`src/rtl/pipe_elastic_buffer.sv`:
```
// Purpose : elastic valid/ready buffer with a DEPTH-entry circular store between two pipeline stages.
// Latency : 1 cycle from accepted input to out_data; never combinational fall-through.
// Backpr. : in_ready depends only on held state and flush (no path from out_ready); full stalls input.
//
// Ports
//   clk        rising-edge clock
//   reset      asynchronous assert, active-low reset
//   flush      synchronous discard of all held entries (wins over a push)
//   in_valid   producer has data          in_ready   buffer can accept
//   in_data    producer payload
//   out_valid  buffer holds data          out_ready  consumer takes data
//   out_data   head entry (0 while empty when ZERO_ON_EMPTY)
//   occupancy  entries held, 0..DEPTH
//
// Parameters
//   WIDTH          payload width
//   DEPTH          entry count; must be a power of two and at least 2
//   ZERO_ON_EMPTY  1: out_data forced to 0 while empty, 0: head slot shown as-is

module pipe_elastic_buffer #(
    parameter int WIDTH         = 32,
    parameter int DEPTH         = 2,
    parameter bit ZERO_ON_EMPTY = 1'b1
) (
    input  logic                       clk,
    input  logic                       reset,
    input  logic                       flush,
    input  logic                       in_valid,
    output logic                       in_ready,
    input  logic [WIDTH-1:0]           in_data,
    output logic                       out_valid,
    input  logic                       out_ready,
    output logic [WIDTH-1:0]           out_data,
    output logic [$clog2(DEPTH):0]     occupancy
);

    // AW addresses the store; pointers carry one extra wrap bit so that
    // full and empty are distinguishable without a separate counter.
    localparam int AW = $clog2(DEPTH);

    logic [WIDTH-1:0] r_mem [DEPTH];
    logic [AW:0]      r_wr_ptr;
    logic [AW:0]      r_rd_ptr;

    logic             w_empty;
    logic             w_full;
    logic             w_push;
    logic             w_pop;
    logic [AW-1:0]    w_wr_idx;
    logic [AW-1:0]    w_rd_idx;
    logic [WIDTH-1:0] w_head;

    assign w_wr_idx = r_wr_ptr[AW-1:0];
    assign w_rd_idx = r_rd_ptr[AW-1:0];

    // Same slot index: equal wrap bits means empty, opposite means full.
    assign w_empty = (r_wr_ptr == r_rd_ptr);
    assign w_full  = (w_wr_idx == w_rd_idx) && (r_wr_ptr[AW] != r_rd_ptr[AW]);

    // in_ready is built from the pointers and flush only, so a full buffer
    // refuses input even when the consumer drains it in the same cycle; the
    // freed slot becomes visible one cycle later.
    assign in_ready  = ~w_full & ~flush;
    assign out_valid = ~w_empty;

    assign w_push = in_valid & in_ready;
    assign w_pop  = out_valid & out_ready;

    // Pointer difference modulo 2*DEPTH is the fill level, 0..DEPTH.
    assign occupancy = r_wr_ptr - r_rd_ptr;

    assign w_head = r_mem[w_rd_idx];

    generate
        if (ZERO_ON_EMPTY) begin : g_zero_empty
            assign out_data = w_empty ? '0 : w_head;
        end else begin : g_stale_empty
            assign out_data = w_head;
        end
    endgenerate

    // Pointer state. Flush returns both pointers to zero; a pop in the
    // flush cycle still completes for the consumer because the head is
    // simply dropped along with everything else.
    always_ff @(posedge clk or negedge reset) begin
        if (!reset) begin
            r_wr_ptr <= '0;
            r_rd_ptr <= '0;
        end else if (flush) begin
            r_wr_ptr <= '0;
            r_rd_ptr <= '0;
        end else begin
            if (w_push) begin
                r_wr_ptr <= r_wr_ptr + 1'b1;
            end
            if (w_pop) begin
                r_rd_ptr <= r_rd_ptr + 1'b1;
            end
        end
    end

    // Storage. Cleared on reset so out_data reads 0 out of reset even when
    // the empty masking is disabled. w_push is already false during flush.
    always_ff @(posedge clk or negedge reset) begin
        if (!reset) begin
            for (int i = 0; i < DEPTH; i++) begin
                r_mem[i] <= '0;
            end
        end else if (w_push) begin
            r_mem[w_wr_idx] <= in_data;
        end
    end

endmodule

```
`config.mk`:
```
export PLATFORM = sky130hd
export DESIGN_NAME = pipe_elastic_buffer
export DESIGN_NICKNAME = d
export VERILOG_FILES = /design/src/rtl/pipe_elastic_buffer.sv
export SDC_FILE = /design/constraint.sdc
export NUM_CORES = 1
export LEC_CHECK = 0
export ABC_AREA = 1
export BUFFER_PORTS_ARGS = -buffer_cell sky130_fd_sc_hd__buf_2
export CORE_UTILIZATION = 25
export DETAILED_ROUTE_END_ITERATION = 12
export PLACE_DENSITY_LB_ADDON = 0.05
export SKIP_CTS_REPAIR_TIMING = 1
export SLEW_MARGIN = 20
export SYNTH_ARGS = -nofsm -noshare
export SYNTH_HDL_FRONTEND = slang
export SYNTH_SLANG_ARGS = --single-unit
```
`constraint.sdc`:
```
create_clock -name clk -period 2.4 [get_ports clk]
set_input_delay 0.48 -clock clk [delete_from_list [all_inputs] [get_ports clk]]
set_output_delay 0.48 -clock clk [all_outputs]
set_load 0.05 [all_outputs]
```
## Word-level counts from Yosys, hierarchy flattened

Cells that the tools add are included.

| storage, ports and cells | value |
|---|---|
| register bits | 68 |
| bits in latches | 0 |
| memory bits (writable) | 0 |
| memory bits (read-only) | 0 |
| bits of input ports | 37 |
| output and inout port bits | 36 |
| word-level logic and storage cells | 36 |
| memories kept | 0 |

| operators by class | value |
|---|---|
| add/sub/neg operators | 3 |
| multiply operators | 0 |
| divide/modulo/power cells | 0 |
| $lt $le $gt $ge | 3 |
| equal/unequal tests | 3 |
| shifts and indexed selects | 0 |
| mux-type cells | 11 |
| bitwise logic cells | 8 |
| reduce and logical (&&, ||, !) cells | 4 |

Operators by type and width:

| operator | number |
|---|---|
| two-way mux 32 bit | 5 |
| bitwise mux 64 bit | 1 |
| demux 32 bit (select 1 bit) | 1 |
| two-way mux 2 bit | 4 |
| adder 2 x 1 -> 2 bit (second input constant) | 2 |
| greater-or-equal comparator 2 bit (second input constant) | 2 |
| NOT 1 -> 2 bit | 2 |
| nonzero test 2 bit | 2 |
| bitwise AND 1 bit | 3 |
| NOT 1 bit | 3 |
| == test 2 bit | 1 |
| logical AND 1 bit | 2 |
| < comparator 2 x 1 -> 1 bit (second input constant) | 1 |
| subtractor 2 bit | 1 |
| == test 1 bit | 1 |
| != test 1 bit | 1 |

## Depth between registers and ports, before layout

| depth | value |
|---|---|
| depth in word-level cells | 7 |
| depth in mapped cells | 8 |
| depth with buffers taken out | 7 |

## Worst setup path before layout

OpenSTA, ideal clock, no wires.

| timing | value |
|---|---|
| kind | flip-flop to output port |
| start | reg r_wr_ptr[0] |
| end | out out_data[13] |
| arrival | 1.833 ns |
| data required time | 1.920 ns |
| path slack | 0.087 ns |
| stages on the path, launching flop included | 7 |
| path buffers | 1 |
| path through | dfrtp_1 -> inv_1 -> ha_1 -> nand2_1 -> buf_2 -> nand2_1 -> inv_1 |

| between the ends | value |
|---|---|
| word-level cells in the longest chain between the ends | 2 |

RTL lines:

| element | line | RTL |
|---|---|---|
| from (decl) | 42 | `logic [AW:0] r_wr_ptr;` |
| from (signal assigned) | 94 | `r_wr_ptr <= r_wr_ptr + 1'b1;` |
| == test 2 bit | 57 | `assign w_empty = (r_wr_ptr == r_rd_ptr);` |
| two-way mux 32 bit | 76 | `assign out_data = w_empty ? '0 : w_head;` |
| to (decl) | 33 | `output logic [WIDTH-1:0] out_data,` |

No other way between the ends.

## Final worst setup path

| timing | value |
|---|---|
| start | reg r_wr_ptr[0] |
| end | out out_data[23] |

The elaborated chain is that of the path after synthesis.

==> impl_metrics.env <==
export IMPL_rsz0062_at_grt="no"
export IMPL_route_detailed_drc=0
export IMPL_power_static_leakage_nw=2.70
export IMPL_fin_nets=591
export IMPL_power_frac_comb=0.455
export IMPL_synthFlopType="dfrtp_1"
export IMPL_drt_iter0_drc=236
export IMPL_synth_edff_count=0
export IMPL_final_cells=731
export IMPL_grt_pass1_vias=2911
export IMPL_end_kind="output port"
export IMPL_crit_path_max_fanout=19
export IMPL_synth_most_common_cell="nand2_1"
export IMPL_dp_cells=714
export IMPL_switching_power_w=0.00291
export IMPL_synth_area_sq_mm=0.00332
export IMPL_drt_wl_total_mm=9.68
export IMPL_intPower_w=0.00374
export IMPL_vias=2986
export IMPL_p_per_area_mw_per_mm2=1510
export IMPL_cp_slowest_stage_delay_ps=370
export IMPL_slew_viol_final=0
export IMPL_dr_pass1_iters=4
export IMPL_area_growth_synth_to_final_pct=32.5
export IMPL_clk_path_buf_depth=2
export IMPL_max_slew_worst_pin_slew_ps=694
export IMPL_drive_gt1_frac=0.199
export IMPL_post_drt_wl_per_cell_um=13.2
export IMPL_yosys_area_top_type_share=0.512
export IMPL_fin_setup_tns_ps=0
export IMPL_hold_ws_ps=174
export IMPL_cp_slowest_cell="dfrtp_1"
export IMPL_syn_inst=475
export IMPL_grtUsageTotal=0.151
export IMPL_clkLatencyLatePin_ps=330
export IMPL_synthTopCellsByCount="nand2_1 (329), dfrtp_1 (68), inv_1 (38)"
export IMPL_path_class="reg2out"
export IMPL_synth_area_leader_cell="dfrtp_1"
export IMPL_status="complete, no violations"
export IMPL_finalCritPeriodShare=0.951
export IMPL_start_util=0.260
export IMPL_synth_area_leaders="dfrtp_1 (51%), nand2_1 (37%), inv_1 (4.3%)"
export IMPL_die_h_um=117
export IMPL_cts_buffers=9
export IMPL_hp_class="in2async"
export IMPL_worstPathArrival_ps=1800
export IMPL_synth_avg_cell_area_sq_um=7.00
export IMPL_ant_nets=0
export IMPL_via_per_inst=4.08
export IMPL_nFillCells=1412
export IMPL_cts_sinks=68
export IMPL_die_area_sq_mm=0.0138
export IMPL_overflow=0
export IMPL_port_buffers=72
export IMPL_max_freq_ghz=0.438
export IMPL_dpl_hpwl_mm=6.05
export IMPL_core_sq_mm=0.0128
export IMPL_synth_seq_cells=68
export IMPL_maxCapViolCount=0
export IMPL_finalHoldViolCount=0
export IMPL_clkPwrFrac=0.265
export IMPL_required_ps=1920
export IMPL_antenna_found_initial=0
export IMPL_num_rows=41
export IMPL_grt_max_degree=53
export IMPL_slew_headroom=0.537
export IMPL_synthArstFlopShare=1.00
export IMPL_syn_nets=513
export IMPL_cp_common_cell="inv_1"
export IMPL_ys_types=15
export IMPL_seqPwrFrac=0.279
export IMPL_sw_frac_of_total=0.437
export IMPL_ir_worst_vdd_mv=0.424
export IMPL_start_kind="register"
export IMPL_grt_pass1_wl_mm=15.8
export IMPL_cp_top_family="buffers and inverters"
export IMPL_ys_seq_area_frac=0.512
export IMPL_clock_skew_ps=3.48
export IMPL_cts_tree="yes"
export IMPL_htreeDepth=3
export IMPL_crit_chain="inv_1 -> ha_1 -> nand2_4 -> buf_12 -> nand2_1 -> inv_1 -> buf_2"
export IMPL_setup_violations_final=0
export IMPL_yosysWarningCount=0
export IMPL_finalCriticalPeriod_ps=2280
export IMPL_clkSlewWorstSetupHoldPaths_ps=60
export IMPL_path_buf_inv=4
export IMPL_io_pins=73
export IMPL_clock_root_buffer="clkbuf_16"
export IMPL_die_x_um=117
export IMPL_place_congestion=0.717
==> cell usage in the layout, fill, tap and decap left out <==
master	Yosys	routed
nand3_1	4	4
buf_6	0	3
clkbuf_4	0	5
nand3_2	1	1
nor2_4	2	2
xor2_1	1	1
clkinv_4	0	1
dfrtp_1	68	67
nand2_4	0	1
nand4_1	4	4
clkinv_1	1	1
nand3_4	1	1
bufinv_16	0	5
buf_4	0	15
nand2_1	329	328
clkbuf_16	0	9
diode_2	0	1
inv_1	38	38
o21ai_0	1	1
buf_12	0	3
dfrtp_2	0	1
buf_2	16	63
xnor2_1	2	2
clkbuf_8	0	1
ha_1	1	1
==> power groups by stage <==
stage	sequential [W]	combinational [W]	clock, W
3_3_place_gp	0.00187	0.00302	0
3_5_place_dp	0.00187	0.00301	0
2_1_floorplan	0.00183	0.00219	0
4_1_cts	0.00185	0.00302	0.00182
6_report	0.00186	0.00303	0.00177
5_1_grt	0.00191	0.00336	0.00188
==> final timing paths <==
kind | startpoint | to | slack [ps] | cells past startpoint
max | r_wr_ptr[0] | out_data[23] | 120 | 7
min | reset | r_wr_ptr[1] | 170 | 1
max reg2reg | r_wr_ptr[0] | r_mem[38] | 470 | 7
min reg2reg | r_mem[37] | r_mem[37] | 470 | 2
max in group asynchronous | reset | r_mem[36] | 1590 | 2
min in group clk | in_data[25] | r_mem[25] | 360 | 3
==> stage by stage <==
stage | instance area (sq um) | worst slack (ps) | util | total power, W
floorplan | 3320 | 87.5 | - | 0.00401
global placement | 3970 | 315 | 0.311 | 0.00488
detailed placement | 3970 | 302 | 0.311 | 0.00489
CTS | 4360 | -75.8 | 0.342 | 0.00670
global route | 4400 | 0.873 | 0.345 | 0.00715
finish | 4410 | 116 | 0.345 | 0.00666
==> state kept, by name, summed over array words and instances, names as in the netlist <==
signal / flops
r_rd_ptr: 2
r_mem: 64
r_wr_ptr: 2
==> routing by layer <==
layer / global-route usage / wire, um
met1: 0.199 / 4770
met2: 0.242 / 4420
met3: 0.0287 / 335
met4: 0.0633 / 157
met5: 0 / 0
==> cell families after synthesis <==
family | Yosys count | share of synthesized area
AOI/OAI and AO/OA | 1 | 0.00150
buffers and inverters | 61 | 0.0749
xor gates and xnor gates | 3 | 0.00791
DFF | 68 | 0.512
adders and majority gates | 1 | 0.00376
and+or+nand+nor | 341 | 0.400
==> area by class of cell <==
cell class              count  area [sq um]  area share
flip-flops and latches     68          1700       0.387
multi-input cells         346          1380       0.314
repair buffers             89           559       0.127
clock buffers              10           239      0.0542
well taps                 172           215      0.0488
clock inverters             6           159      0.0361
inverters                  39           146      0.0332
diodes                      1          2.50    0.000568
No activity file was read; power rests on OpenSTA's default activity.
